## src/rtl/usb_packet_tx.sv

```systemverilog
// USB LS/FS packet transmitter: SYNC, PID, token/data payload, CRC5/CRC16, EOP,
// with bit stuffing and NRZI encoding on a D+/D- pair.
module usb_packet_tx #(
   parameter int unsigned CLK_DIV = 4
) (
   input  logic        clk,
   input  logic        rst,
   input  logic        is_fs,
   input  logic        start,
   input  logic [1:0]  kind,
   input  logic [3:0]  pid,
   input  logic [63:0] data,
   input  logic [3:0]  len,
   output logic        tx_dp,
   output logic        tx_dm,
   output logic        tx_oe,
   output logic        busy,
   output logic        done
);

   localparam int unsigned TW = (CLK_DIV > 2) ? $clog2(CLK_DIV) : 1;
   localparam int unsigned IW = 6;

   localparam logic [1:0] KIND_HS  = 2'd0;
   localparam logic [1:0] KIND_TOK = 2'd1;
   localparam logic [1:0] KIND_RSV = 2'd3;

   typedef enum logic [3:0] {
      S_IDLE, S_LOAD, S_SYNC, S_PID, S_TOK, S_DAT, S_CRC16, S_EOP, S_JBIT, S_FIN
   } state_t;

   state_t          state_q, state_nxt;
   logic [IW-1:0]   idx_q, idx_nxt;
   logic [TW-1:0]   timer_q, timer_nxt;
   logic [2:0]      ones_q, ones_nxt;
   logic [4:0]      crc5_q, crc5_nxt;
   logic [15:0]     crc16_q, crc16_nxt;
   logic            line_k_q, line_k_nxt;
   logic            se0_q, se0_nxt;
   logic            fs_q, fs_nxt;
   logic [1:0]      kind_q, kind_nxt;
   logic [3:0]      pid_q, pid_nxt;
   logic [63:0]     data_q, data_nxt;
   logic [3:0]      len_q, len_nxt;
   logic            busy_q, busy_nxt;
   logic            oe_q, oe_nxt;
   logic            done_q, done_nxt;

   logic [7:0]      pid_byte;
   logic            pol;

   assign pid_byte = {~pid_q, pid_q};
   // Idle line follows the live polarity input; a packet uses the latched one.
   assign pol      = (state_q == S_IDLE) ? is_fs : fs_q;
   assign tx_dp    = se0_q ? 1'b0 : (pol ^ line_k_q);
   assign tx_dm    = se0_q ? 1'b0 : ~(pol ^ line_k_q);
   assign tx_oe    = oe_q;
   assign busy     = busy_q;
   assign done     = done_q;

   // State register
   always_ff @(posedge clk or negedge rst) begin
      if (!rst) begin
         state_q  <= S_IDLE;
         idx_q    <= '0;
         timer_q  <= '0;
         ones_q   <= '0;
         crc5_q   <= '0;
         crc16_q  <= '0;
         line_k_q <= 1'b0;
         se0_q    <= 1'b0;
         fs_q     <= 1'b0;
         kind_q   <= '0;
         pid_q    <= '0;
         data_q   <= '0;
         len_q    <= '0;
         busy_q   <= 1'b0;
         oe_q     <= 1'b0;
         done_q   <= 1'b0;
      end else begin
         state_q  <= state_nxt;
         idx_q    <= idx_nxt;
         timer_q  <= timer_nxt;
         ones_q   <= ones_nxt;
         crc5_q   <= crc5_nxt;
         crc16_q  <= crc16_nxt;
         line_k_q <= line_k_nxt;
         se0_q    <= se0_nxt;
         fs_q     <= fs_nxt;
         kind_q   <= kind_nxt;
         pid_q    <= pid_nxt;
         data_q   <= data_nxt;
         len_q    <= len_nxt;
         busy_q   <= busy_nxt;
         oe_q     <= oe_nxt;
         done_q   <= done_nxt;
      end
   end

   state_t phase;
   logic   boundary;
   logic   send;
   logic   dbit;
   logic   fb;
   logic   dat_last;

   assign dat_last = ({1'b0, idx_q} == ({len_q, 3'b000} - 7'd1));

   // Next-state: input latch, bit timer, per-bit sequencing, stuffing, NRZI
   always_comb begin
      state_nxt  = state_q;
      idx_nxt    = idx_q;
      timer_nxt  = timer_q;
      ones_nxt   = ones_q;
      crc5_nxt   = crc5_q;
      crc16_nxt  = crc16_q;
      line_k_nxt = line_k_q;
      se0_nxt    = se0_q;
      fs_nxt     = fs_q;
      kind_nxt   = kind_q;
      pid_nxt    = pid_q;
      data_nxt   = data_q;
      len_nxt    = len_q;
      busy_nxt   = busy_q;
      oe_nxt     = oe_q;
      done_nxt   = 1'b0;
      phase      = state_q;
      boundary   = 1'b0;
      send       = 1'b0;
      dbit       = 1'b1;
      fb         = 1'b0;

      case (state_q)
         S_IDLE: begin
            if (start && kind != KIND_RSV) begin
               fs_nxt    = is_fs;
               kind_nxt  = kind;
               pid_nxt   = pid;
               data_nxt  = data;
               len_nxt   = (len > 4'd8) ? 4'd8 : len;
               state_nxt = S_LOAD;
            end
         end
         S_LOAD: begin
            boundary  = 1'b1;
            phase     = S_SYNC;
            busy_nxt  = 1'b1;
            oe_nxt    = 1'b1;
            timer_nxt = '0;
            idx_nxt   = '0;
            crc5_nxt  = 5'h1F;
            crc16_nxt = 16'hFFFF;
         end
         default: begin
            if (timer_q == TW'(CLK_DIV - 1)) begin
               timer_nxt = '0;
               boundary  = 1'b1;
            end else begin
               timer_nxt = timer_q + TW'(1);
            end
         end
      endcase

      if (boundary) begin
         if (ones_q == 3'd6) begin
            line_k_nxt = ~line_k_q;
            ones_nxt   = '0;
         end else begin
            state_nxt = phase;
            idx_nxt   = idx_q + IW'(1);
            send      = 1'b1;
            case (phase)
               S_SYNC: begin
                  dbit = (idx_q == IW'(7));
                  if (idx_q == IW'(7)) begin
                     state_nxt = S_PID;
                     idx_nxt   = '0;
                  end
               end
               S_PID: begin
                  dbit = pid_byte[idx_q[2:0]];
                  if (idx_q == IW'(7)) begin
                     idx_nxt = '0;
                     if (kind_q == KIND_HS)       state_nxt = S_EOP;
                     else if (kind_q == KIND_TOK) state_nxt = S_TOK;
                     else if (len_q == 4'd0)      state_nxt = S_CRC16;
                     else                         state_nxt = S_DAT;
                  end
               end
               S_TOK: begin
                  if (idx_q < IW'(11)) begin
                     dbit     = data_q[idx_q];
                     fb       = dbit ^ crc5_q[4];
                     crc5_nxt = {crc5_q[3:0], 1'b0} ^ (fb ? 5'h05 : 5'h00);
                  end else begin
                     dbit     = ~crc5_q[4];
                     crc5_nxt = {crc5_q[3:0], 1'b0};
                  end
                  if (idx_q == IW'(15)) begin
                     state_nxt = S_EOP;
                     idx_nxt   = '0;
                  end
               end
               S_DAT: begin
                  dbit      = data_q[idx_q];
                  fb        = dbit ^ crc16_q[15];
                  crc16_nxt = {crc16_q[14:0], 1'b0} ^ (fb ? 16'h8005 : 16'h0000);
                  if (dat_last) begin
                     state_nxt = S_CRC16;
                     idx_nxt   = '0;
                  end
               end
               S_CRC16: begin
                  dbit      = ~crc16_q[15];
                  crc16_nxt = {crc16_q[14:0], 1'b0};
                  if (idx_q == IW'(15)) begin
                     state_nxt = S_EOP;
                     idx_nxt   = '0;
                  end
               end
               S_EOP: begin
                  send    = 1'b0;
                  se0_nxt = 1'b1;
                  if (idx_q == IW'(1)) begin
                     state_nxt = S_JBIT;
                     idx_nxt   = '0;
                  end
               end
               S_JBIT: begin
                  send       = 1'b0;
                  se0_nxt    = 1'b0;
                  line_k_nxt = 1'b0;
                  state_nxt  = S_FIN;
                  idx_nxt    = '0;
               end
               S_FIN: begin
                  send      = 1'b0;
                  state_nxt = S_IDLE;
                  idx_nxt   = '0;
                  ones_nxt  = '0;
                  busy_nxt  = 1'b0;
                  oe_nxt    = 1'b0;
                  done_nxt  = 1'b1;
               end
               default: begin
                  send      = 1'b0;
                  state_nxt = S_IDLE;
               end
            endcase

            // NRZI: a zero toggles the line; ones extend the stuffing run
            if (send) begin
               if (dbit) begin
                  ones_nxt = ones_q + 3'd1;
               end else begin
                  ones_nxt   = '0;
                  line_k_nxt = ~line_k_q;
               end
            end
         end
      end
   end

endmodule

```

## config.mk

```make
export PLATFORM = sky130hd
export DESIGN_NAME = usb_packet_tx
export DESIGN_NICKNAME = d
export VERILOG_FILES = /design/src/rtl/usb_packet_tx.sv
export SDC_FILE = /design/constraint.sdc
export NUM_CORES = 1
export LEC_CHECK = 0
export CORE_ASPECT_RATIO = 2
export CORE_MARGIN = 2
export CORE_UTILIZATION = 57
export CTS_BUF_LIST = sky130_fd_sc_hd__clkbuf_4
export DETAILED_ROUTE_END_ITERATION = 6
export HOLD_SLACK_MARGIN = 0.12
export PLACE_DENSITY = 0.86
export SYNTH_ARGS = -nofsm -noshare
export SYNTH_HDL_FRONTEND = slang
export SYNTH_SLANG_ARGS = --single-unit
```

## constraint.sdc

```tcl
create_clock -name clk -period 3 [get_ports clk]
set_input_delay 0.3 -clock clk [delete_from_list [all_inputs] [get_ports clk]]
set_output_delay 0.3 -clock clk [all_outputs]
set_load 0.02 [all_outputs]
```

==> summary.md, run 1 <==
| Metric | Value |
|---|---|
| Initial Util | between 50% and 60% |
| CTS tree | done |
| Syn Inst Count | 550 |
| Period utilization | between 90% and 100% |
| Crit-path max cell delay | approximately 0.63 ns |
| Commonest non-fill, non-tap cells in the layout | dfrtp_1 (115), clkdlybuf4s50_1 (80), mux2_2 (71) |
| Port Buffers | 82 |
| Htree depth | 4 |
| Critical path's top delay family | buffers and inverters |
| Final hold violation count | 0 |
| Initial antenna violation count | 1 |
| Peak supply drop | about 590 µV |
| Dpl ws | 0.361 ns |
| Number of synthesis warnings | 0 |
| P_leak | approximately 3.0 nW |
| GP Congestion | 0.925 |
| Ys async rst share | between 90% and 100% |
| First-pass GRT wire length | roughly 24000 µm |
| Site Rows | 53 |
| Crit path max-delay cell type | clkdlybuf4s50_1 |
| Post-synth top area cell | dfrtp_1 |
| Unrepaired setup endpoints after global routing | false |
| Sw Pwr | 0.00255 W |
| Avg Synthesized Cell Area | between 10 and 15 µm² |
| Die Wd | between 70 and 80 µm |
| Worst-Skew Late Latency | 0.53 ns |
| Worst hold path type | in2async |
| Leading cell type in the layout, fill and taps excluded | dfrtp_1 |
| Post-layout min period | approximately 2.8 ns |
| Worst Path Arrival | between 2 and 3 ns |
| Clk Tree Root Cell | clkbuf_4 |
| Register area | slightly below 3000 µm² |
| Cell Pwr Density | ~940 nW/µm² |
| Fin nets | ~720 |
| Max Cap Violations | 0 |
| Fill count | around 740 |
| Clock transition at path regs | roughly 0.11 ns |
| Reg2Reg Setup Slack | between 0.3 and 0.4 ns |
| Crit path capture type | output pin |
| Drt wl/cell | ~19 µm |
| Total CTS buffers | 17 |
| Core Footprint | between 10000 and 15000 µm² |
| Clock power share | 19.8% |
| Multi-input logic area | about 2900 µm² |
| Routed WL | around 15000 µm |
| Share of cells above drive strength 1 | between 20 and 25% |
| Hold Slack | between 0.3 and 0.4 ns |
| Ports | 83 |
| Crit path max fanout | 9 |
| Setup CP Type | reg2out |
| Final Max Slew Viols | 0 |
| Final worst slack | 0.154 ns |
| Final Setup Violations | 0 |
| Total die area | approximately 11000 µm² |
| Post-DP HPWL | approximately 11000 µm |
| Syn Nets | between 600 and 700 |
| WP data required | about 2.7 ns |
| Outcome | finished clean |
| Fmax | approximately 350 MHz |
| Via count | ~4700 |
| Vias/cell | between 5 and 6 |
| Buf/Inv on CP | 2 |
| Iter 0 DRT Violations | roughly 280 |
| Largest net degree at the start of global routing | 50 |
| Switch share | between 30% and 40% |
| Internal power | 0.00435 W |
| Crit path launch | state_q[0] |
| Number of global-route vias before repair | roughly 5000 |
| Die height | between 100 and 150 µm |
| Synth top area share | between 40% and 50% |
| Syn-to-layout area delta | 22.2% |
| Tightest Pin Transition | between 0.7 and 0.8 ns |
| Synth top area cells | dfrtp_1 (48%), mux2_2 (13%), mux2i_1 (3.7%), o21ai_0 (3.7%), nand2_1 (3.2%) |
| Drt pass-1 iters | 5 |
| Area of the mapped netlist | ~6000 µm² |
| Total global-route track usage | around 28% |
| Critical Path Start Type | flip-flop |
| Flops & latches, synth | ~120 |
| Final core occ | a little over two thirds |
| Crit Reg-Reg Startpoint | idx_q[0] |
| Setup TNS | 0 ns |
| # DRC | 0 |
| Final ANT Viol Nets | 0 |
| Commonest register cell after synthesis | dfrtp_1 |
| Seq pwr share | about two fifths |
| Power, Total | just under 0.007 W |
| Register area share after synthesis | 48.4% |
| # clock sinks | around 120 |
| Clock tree buffer depth | 2 |
| Gate power share | between 40 and 50% |
| Worst Skew | just over 0.02 ns |
| Netlist cell types | 66 |
| Aggregate global routing overflow | 0 |
| Worst rel slew slack | roughly half |
| Post-synth EDFFs | 0 |
| Worst-path cell chain | clkinv_1 -> nand2_2 -> nor3_2 -> mux2i_1 -> xnor2_1 -> nor2_1 -> clkdlybuf4s50_1 |
what timing repair did:
item                       in CTS  in global routing
hold endpoints to repair       43                  0
setup endpoints to repair       2                  1
hold buffers                    1                  0
setup buffers                   0                  0
resized for setup               2                  1
cell families after synthesis:
kind of cell               synth area share [%]
DFF                                        48.4
muxes                                      19.3
and+or+nand+nor                            12.8
adders and majority gates                  1.46
AOI/OAI and AO/OA                          12.9
xor gates and xnor gates                   1.02
buffers and inverters                      4.09
layer usage:
metal,vias up,wire (µm),global-route usage [%]
met5,-,0,0
met4,0,1040,20.0
met1,2293,4940,26.8
met3,74,400,4.60
li1,2172,-,-
met2,143,8440,52.1
power by group through the flow:
stage | combinational, W | clock (W) | sequential (W)
floorplan | 0.00230 | 0 | 0.00243
global placement | 0.00272 | 0 | 0.00266
detailed placement | 0.00285 | 0 | 0.00270
CTS | 0.00286 | 0.00139 | 0.00267
global route | 0.00310 | 0.00147 | 0.00274
finish | 0.00286 | 0.00137 | 0.00268
synth_stat cells, types with 4 or more instances:
cell type,count
a31oi_1,6
xnor2_1,7
o31ai_1,6
nand2b_1,5
nor3_1,12
or3_1,4
nor2_1,47
mux2i_1,22
mux4_2,5
dfrtp_1,116
inv_1,11
mux2_2,71
a22oi_1,5
a21oi_1,13
buf_4,4
o21ai_0,44
nand2_1,51
buf_2,11
clkbuf_1,15
nor2b_1,8
nand3_1,13
ha_1,7
metrics by stage:
step                      std cells  cell area (µm²)
after floorplan                 550             6000
after global placement          754             6960
after detailed placement        754             6960
after CTS                       787             7320
after global routing            788             7330
final                           788             7330
worst paths after layout:
kind,to,depth (start not counted)
worst max-delay path,tx_dm,7
worst min-delay path,data_q[42],2
worst max register to register,crc5_q[2],8
worst min register to register,crc16_q[5],2
max in group asynchronous,crc5_q[4],3
min in group clk,len_q[1],3
flip-flops by register name, summed over array words and instances, names as in the netlist, 2 cells and up:
| register | cells |
|---|---|
| timer_q | 2 |
| crc16_q | 16 |
| ones_q | 3 |
| data_q | 64 |
| crc5_q | 5 |
| idx_q | 6 |
| len_q | 4 |
| kind_q | 2 |
| state_q | 4 |
| pid_q | 4 |
cell type report:
class | instances | share of cell area [%]
clock buffer | 18 | 1.84
tap | 137 | 2.34
inverter | 13 | 0.666
sequential | 116 | 39.6
clock inverter | 14 | 2.85
antenna | 1 | 0.0341
multi-input combinational | 387 | 39.0
timing repair buffer | 102 | 13.6
Note: power is estimated with default switching activity, not from simulation.
==> run 2: changes to the inputs <==
Settings changed: CORE_UTILIZATION 57 to 51, PLACE_DENSITY 0.86 to 0.81.
Clock period 3 ns to 2.55 ns, I/O delays scaled along.
==> run 2 against run 1 <==
Net effect:
- critical path depth is 1 higher
- non-clock buffer count is 7 higher
- largest power group unchanged
- global-route usage is 3.6 points lower
- sequential cell count stayed put
- worst hold slack worse by 0.054 ns
- final cell count is 1.9% higher
- highest routed layer unchanged
- combinational power is 24% higher
==> summary.md, run 2 (synthesized netlist as in run 1, its figures left out) <==
| Metric | Value |
|---|---|
| Outcome | finished clean |
| Total die area | about 13000 µm² |
| Leading cell type in the layout, fill and taps excluded | dfrtp_1 |
| Fin nets | about 730 |
| Switch share | 38.3% |
| Placed Instance Area | 7030 µm² |
| Finished Cell Area | 7350 µm² |
| Total CTS buffers | 17 |
| Worst-Skew Late Latency | between 0.5 and 0.6 ns |
| Core Footprint | 11600 µm² |
| Number of global-route vias before repair | approximately 4800 |
| Post-DP HPWL | approximately 11000 µm |
| Drt pass-1 iters | 5 |
| Post-layout min period | ~2.4 ns |
| First-pass GRT wire length | 23100 µm |
| Fmax | approximately 400 MHz |
| Aggregate global routing overflow | 0 |
| Via count | between 4000 and 5000 |
| Setup CP Type | reg2reg |
| Share of cells above drive strength 1 | between 20% and 30% |
| Seq pwr share | 38.4% |
| WP data required | roughly 3.0 ns |
| Max FFs per register | 64 |
| Total global-route track usage | between 20% and 30% |
| Die Wd | 80.7 µm |
| Initial antenna violation count | 1 |
| CTS tree | done |
| Clock transition at path regs | 0.12 ns |
| Layout Cells excl Fill | between 800 and 900 |
| Iter 0 DRT Violations | between 300 and 400 |
| Htree depth | 4 |
| Final worst slack | ~0.12 ns |
| Syn-to-layout area delta | 22.5% |
| Port Buffers | 82 |
| Peak supply drop | about 770 µV |
| Worst Path Arrival | 2.88 ns |
| Cell Pwr Density | roughly 1100 nW/µm² |
| Final Max Slew Viols | 0 |
| Initial Util | 51.6% |
| Cell count after placement | 768 |
| Tightest Pin Transition | about 0.65 ns |
| Site Rows | 56 |
| Sw Pwr | ~0.0030 W |
| Final core occ | between 60% and 70% |
| P_leak | around 3 nW |
| Commonest non-fill, non-tap cells in the layout | dfrtp_1 (113), clkdlybuf4s50_1 (79), mux2_2 (71) |
| Fill count | 953 |
| Worst rel slew slack | a little under three fifths |
| Drt wl/cell | about 18 µm |
| Final ANT Viol Nets | 0 |
| Routed WL | around 14000 µm |
| Final hold violation count | 0 |
| Worst Skew | between 0.015 and 0.02 ns |
| Clk Tree Root Cell | clkbuf_4 |
| # DRC | 0 |
| Clock power share | between 10% and 20% |
| Critical Path Start Type | flip-flop |
| Post-CTS Setup Repair Bufs | 0 |
| Dpl ws | -0.00528 ns |
| Ports | 83 |
| Internal power | ~0.005 W |
| Largest net degree at the start of global routing | 78 |
| # clock sinks | roughly 120 |
| Die height | about 160 µm |
| GP Congestion | between 0.9 and 1 |
| Period utilization | between 90% and 100% |
| Unrepaired setup endpoints after global routing | true |
| Gate power share | 44.6% |
| Largest registers | data_q: 64 flops, crc16_q: 16 flops, idx_q: 6 flops |
| Reg with most FFs | data_q |
| Crit path capture type | flip-flop |
| Crit path max fanout | 23 |
| Clock tree buffer depth | 2 |
| Max Cap Violations | 0 |
| Vias/cell | slightly below 6 |
| Worst hold path type | in2reg |
| Final Setup Violations | 0 |
## run 2: cell type report
type | instances | area, µm² | area share (%)
diodes | 1 | 2.50 | 0.0340
clock buffers | 17 | 128 | 1.74
clock inverters | 15 | 156 | 2.13
inverters | 13 | 48.8 | 0.664
multi-input cells | 387 | 2870 | 39.0
flip-flops and latches | 116 | 2910 | 39.5
well taps | 145 | 181 | 2.47
repair buffers | 109 | 1060 | 14.4
## run 2: layer usage
metal,share of wire (%),GRT usage (%)
met1,35,25.1
met2,56,44.1
met3,3.9,4.53
met4,4.9,13.5
met5,0,0
## run 2: through the flow
stage          TNS [ns]  hold slack, ns  power, W
6_report              0           0.264   0.00793
3_3_place_gp          0           0.118   0.00641
2_1_floorplan         0         -0.0406   0.00556
3_5_place_dp   -0.00748           0.123   0.00657
5_1_grt         -0.0141           0.236   0.00845
4_1_cts               0           0.236   0.00794
## run 2: power by group through the flow
stage / clock network (W) / logic (W) / registers (W)
4_1_cts: 0.00139 / 0.00351 / 0.00305
3_5_place_dp: 0 / 0.00349 / 0.00308
5_1_grt: 0.00149 / 0.00384 / 0.00313
3_3_place_gp: 0 / 0.00336 / 0.00305
6_report: 0.00134 / 0.00354 / 0.00305
2_1_floorplan: 0 / 0.00270 / 0.00285
## run 2: worst paths after layout
check                             end  slack, ns  startpoint  depth (start not counted)
min reg2reg                crc16_q[7]       0.48  crc16_q[6]                          2
min                          len_q[1]       0.26      len[1]                          3
max in group asynchronous   crc5_q[0]       1.33         rst                          3
min in group asynchronous        done       0.27         rst                          3
max reg2reg                 crc5_q[2]       0.12    idx_q[0]                          8
max                         crc5_q[2]       0.12    idx_q[0]                          8
## run 2: timing repair
item | 4_1_cts | 5_1_grt
hold buffers | 2 | 0
pin swaps | 0 | 2
resized for setup | 4 | 8
gates cloned | 0 | 0
endpoints found under the setup margin | 5 | 8
hold endpoints to repair | 116 | 0
## run 2: critical path: stages (launching register included)
cell and delay (ns):
dfrtp_2 0.44, buf_12 0.17, mux2i_1 0.15, a2111oi_1 0.43
nand3_1 0.14, nand4_1 0.26, nor3b_2 0.10, or4_1 0.47
a31oi_1 0.17
==> RTL change 1: new RTL, config.mk and constraints of run 2 <==
Register the inputs `is_fs`, `start`, `kind`, `pid`, `data` and `len` before use. The logic sees them one clock later.
--- a/src/rtl/usb_packet_tx.sv
+++ b/src/rtl/usb_packet_tx.sv
@@ -29,6 +29,22 @@
       S_IDLE, S_LOAD, S_SYNC, S_PID, S_TOK, S_DAT, S_CRC16, S_EOP, S_JBIT, S_FIN
    } state_t;
 
+   logic is_fs_q;
+   logic start_q;
+   logic [1:0] kind_r;
+   logic [3:0] pid_r;
+   logic [63:0] data_r;
+   logic [3:0] len_r;
+
+   always_ff @(posedge clk) begin
+      is_fs_q <= is_fs;
+      start_q <= start;
+      kind_r  <= kind;
+      pid_r   <= pid;
+      data_r  <= data;
+      len_r   <= len;
+   end
+
    state_t          state_q, state_nxt;
    logic [IW-1:0]   idx_q, idx_nxt;
    logic [TW-1:0]   timer_q, timer_nxt;
@@ -51,7 +67,7 @@
 
    assign pid_byte = {~pid_q, pid_q};
    // Idle line follows the live polarity input; a packet uses the latched one.
-   assign pol      = (state_q == S_IDLE) ? is_fs : fs_q;
+   assign pol      = (state_q == S_IDLE) ? is_fs_q : fs_q;
    assign tx_dp    = se0_q ? 1'b0 : (pol ^ line_k_q);
    assign tx_dm    = se0_q ? 1'b0 : ~(pol ^ line_k_q);
    assign tx_oe    = oe_q;
@@ -132,12 +148,12 @@
 
       case (state_q)
          S_IDLE: begin
-            if (start && kind != KIND_RSV) begin
-               fs_nxt    = is_fs;
-               kind_nxt  = kind;
-               pid_nxt   = pid;
-               data_nxt  = data;
-               len_nxt   = (len > 4'd8) ? 4'd8 : len;
+            if (start_q && kind_r != KIND_RSV) begin
+               fs_nxt    = is_fs_q;
+               kind_nxt  = kind_r;
+               pid_nxt   = pid_r;
+               data_nxt  = data_r;
+               len_nxt   = (len_r > 4'd8) ? 4'd8 : len_r;
                state_nxt = S_LOAD;
             end
          end
Check against the original RTL: not equivalent (a bounded check fails within 4 cycles, from zero or initial values and one cycle with rst low).
==> RTL change 1 against run 2 <==
Power increased by 23%; count of clock-buffer cells in the layout unchanged; sequential power up 44%; wire length grew 25%; non-clock buffer count rose by 73; sequential cell count increased by 76; area after synthesis rose by 25%; sequential share of layout area is 6.2 points higher; worst setup slack lost 46 ps; cell area is 32% higher; highest routed layer unchanged.
==> RTL change 1: results (changes against run 2) <==
* Outcome: completed
* Initial detailed-routing violation count at 299 (-11%)
* Vias in the first global route at 5916 (+24%)
* M1 GR Usage at 23.0% (-2.0 points)
* Layout cells sized above 1 at 20.0% (-3.6 points)
* Commonest cells in the netlist: 116 x dfrtp_1, 76 x dfxtp_1, 71 x mux2_2, 51 x nand2_1, 47 x nor2_1
* Sequential cell area at 4430 um^2 (+52%)
* Worst-Skew Late Latency at 570 ps (+30 ps)
* # fillers at 1073 (+13%)
* Post-Synth XOR/XNOR Area at 0.815% (-0.21 points)
* Worst Path Arrival at 2970 ps (+90 ps)
* Slew margin rel. at 56.4% (-0.30 points)
* GP Congestion at 0.890 (-6.5%)
* Main area contributors after synthesis: dfrtp_1 39%, dfxtp_1 20%, mux2_2 11%
* Post-synthesis compound-gate area fraction at 10.3% (-2.6 points)
* Synth unique cells at 70 (+6.1%)
* Max incr delay on CP at 500 ps (+30 ps)
* Global-route wire length before repair at 28900 um (+25%)
* Largest regs: data_q (64), data_r (64), crc16_q (16)
* HP Class: primary input to asynchronous set/reset pin
* Crit-path max FO at 19 (-17%)
* Repair and plain buffers at 182 (+67%)
* Metal2 WL at 10200 um (+28%)
* Total routed wirelength at 17800 um (+25%)
* Post-Synth Adder-Cell Area at 1.16% (-0.30 points)
* Mux cell area share after synthesis at 15.4% (-3.9 points)
## RTL change 1: where the power goes
part	internal [uW]	total, uW	switching [uW]
clock	521	1620	1100
sequential	3800	4380	581
combinational	1870	3710	1850
total	6190	9720	3530
## RTL change 1: worst paths after layout
check	start	to	slack [ps]	depth (start not counted)
worst max-delay path	idx_q[0]	crc5_q[2]	70	8
worst min-delay path	rst	se0_q	250	3
worst max register to register	idx_q[0]	crc5_q[2]	70	8
worst min register to register	data_r[23]	data_q[23]	470	1
max in group asynchronous	rst	idx_q[2]	1750	3
min in group clk	data_r[23]	data_q[23]	470	1
## RTL change 1: per-stage QoR
step	area [um^2]	cells	power [uW]	hold slack, ps	TNS, ps
floorplan	7530	626	6850	-40.6	0
global placement	8590	888	7700	381	0
detailed placement	8590	888	7870	394	0
CTS	9630	996	9550	137	-26.4
global route	9680	999	10200	270	-103
finish	9680	999	9720	250	0
==> RTL change 2: new RTL, settings of run 2 <==
Without the edit above. Set the parameter `CLK_DIV` to 8 (it was 4).
--- a/src/rtl/usb_packet_tx.sv
+++ b/src/rtl/usb_packet_tx.sv
@@ -1,7 +1,7 @@
 // USB LS/FS packet transmitter: SYNC, PID, token/data payload, CRC5/CRC16, EOP,
 // with bit stuffing and NRZI encoding on a D+/D- pair.
 module usb_packet_tx #(
-   parameter int unsigned CLK_DIV = 4
+   parameter int unsigned CLK_DIV = 8
 ) (
    input  logic        clk,
    input  logic        rst,
Behaviour: not the same (Yosys sat finds a counterexample within 10 cycles, from zero or initial values and one cycle with rst low).
==> RTL change 2 against run 2 <==
The run now ends with setup timing left; area after synthesis up 3.6%; wire length grew 7.5%; global-route usage is 0.98 points higher; sequential share of layout area fell by 2.0 points; sequential cell count grew 1; cell area increased by 6.2%; synthesized cell count up 2.4%; worst setup slack got worse by 150 ps; via count is 1.2% higher; critical path type unchanged; critical endpoint is now crc16_q[15]; highest routed layer unchanged.
Power is not compared: it rests on default switching activity, and its combinational part moved more than twofold at a synthesized area within 25%.
==> RTL change 2: results (changes against run 2) <==
* Cell Area, Placed at 7420 um^2 (+5.5%)
* # fillers at 936 (-1.8%)
* Clkbuf count at 18 (+1)
* Setup TNS at -44.1 ps (-44.1 ps)
* Metal2 WL at 8990 um (+13%)
* Outcome: finished with violations
* Reg-to-reg slack, setup at -30 ps (-150 ps)
* GRT met3 Usage at 4.18% (-0.35 points)
* Clock network area share at 3.46% (-0.40 points)
* Post-route met1 wirelength at 5330 um (+6.9%)
* Sequential cell area at 2930 um^2 (+0.82%)
* Repair and plain buffers at 134 (+23%)
* Overall routing resource usage at 25.1% (+0.98 points)
* Routed len/inst at 18.3 um (+3.4%)
* Slew @ Worst Pin at 564 ps (-85.1 ps)
* DR vias/cell at 5.75 (-2.6%)
* Final setup fails at 2 (+2)
* Detailed-placement wirelength estimate at 11700 um (+11%)
* Global-route wire length before repair at 24900 um (+7.6%)
* Met3 WL post-DR at 390 um (-29%)
* Final nets at 761 (+4.4%)
* R2R depth at 9 (+1)
* Sequential fraction of total cell area at 37.6% (-2.0 points)
* Initial detailed-routing violation count at 351 (+4.2%)
* Violations in the final reports: setup timing
* Mean Syn Cell Area at 11.0 um^2 (+1.2%)
* Pre-Repair DR Iteration Count at 4 (-1)
* HP Class: primary input to asynchronous set/reset pin
* Nonclk inv count at 9 (-4)
* Clock sinks at 117 (+0.86%)
* Cells after DPL at 800 (+4.2%)
* Final WS setup at -30.4 ps (-147 ps)
* Max FFs per register at 64 (unchanged)
* GP Congestion at 0.924 (-2.9%)
* Largest net degree at the start of global routing at 47 (-40%)
* Comb_multi_in at 396 (+2.3%)
* Commonest cells in the netlist: 117 x dfrtp_1, 72 x mux2_2, 56 x nor2_1, 48 x nand2_1, 32 x o21ai_0
* Synth unique cells at 69 (+4.5%)
* Layout cells sized above 1 at 27.1% (+3.5 points)
* Register area share after synthesis at 47.1% (-1.3 points)
* CP max-delay cell: mux4_4
* Max incr delay on CP at 650 ps (+180 ps)
* Main area contributors after synthesis: dfrtp_1 47%, mux2_2 13%, mux4_1 3.4%
* Crit-path max FO at 6 (-74%)
* Total routed wirelength at 15300 um (+7.5%)
* Met2 usage at 46.7% (+2.6 points)
* Syn Nets at 649 (+2.2%)
* Layout Skew at 15.0 ps (-4.14 ps)
[RTL change 2: cell count changes after synthesis, sizes merged, moves of 8 or more]
cell    delta
o21ai     -10
clkbuf     +8
o22ai      +8
nor2      +10
[RTL change 2: where the power goes]
| part | switching (uW) | total [uW] | internal, uW |
|---|---|---|---|
| Sequential | 0 | 1850 | 1850 |
| Clock | 726 | 1310 | 580 |
| Combinational | 58.4 | 169 | 110 |
| Total | 785 | 3330 | 2540 |
[RTL change 2: logic make-up (layout without fill, tap and decap cells)]
logic type,after synthesis,in the layout,share of synthesized area [%]
compound gates,102,102,11.4
buf+inv,50,174,4.07
other cells,0,1,0
simple gates,174,174,13.4
flops,117,117,47.1
xor+xnor,12,12,1.69
fa+ha+maj,8,8,1.61
mux,100,100,20.7
[RTL change 2: what timing repair did]
action	4_1_cts	5_1_grt
endpoints found under the hold margin	94	0
resized for setup	12	12
hold buffers	1	0
cloned	0	1
setup buffers	0	1
setup endpoints to repair	6	23
pin swaps	3	2
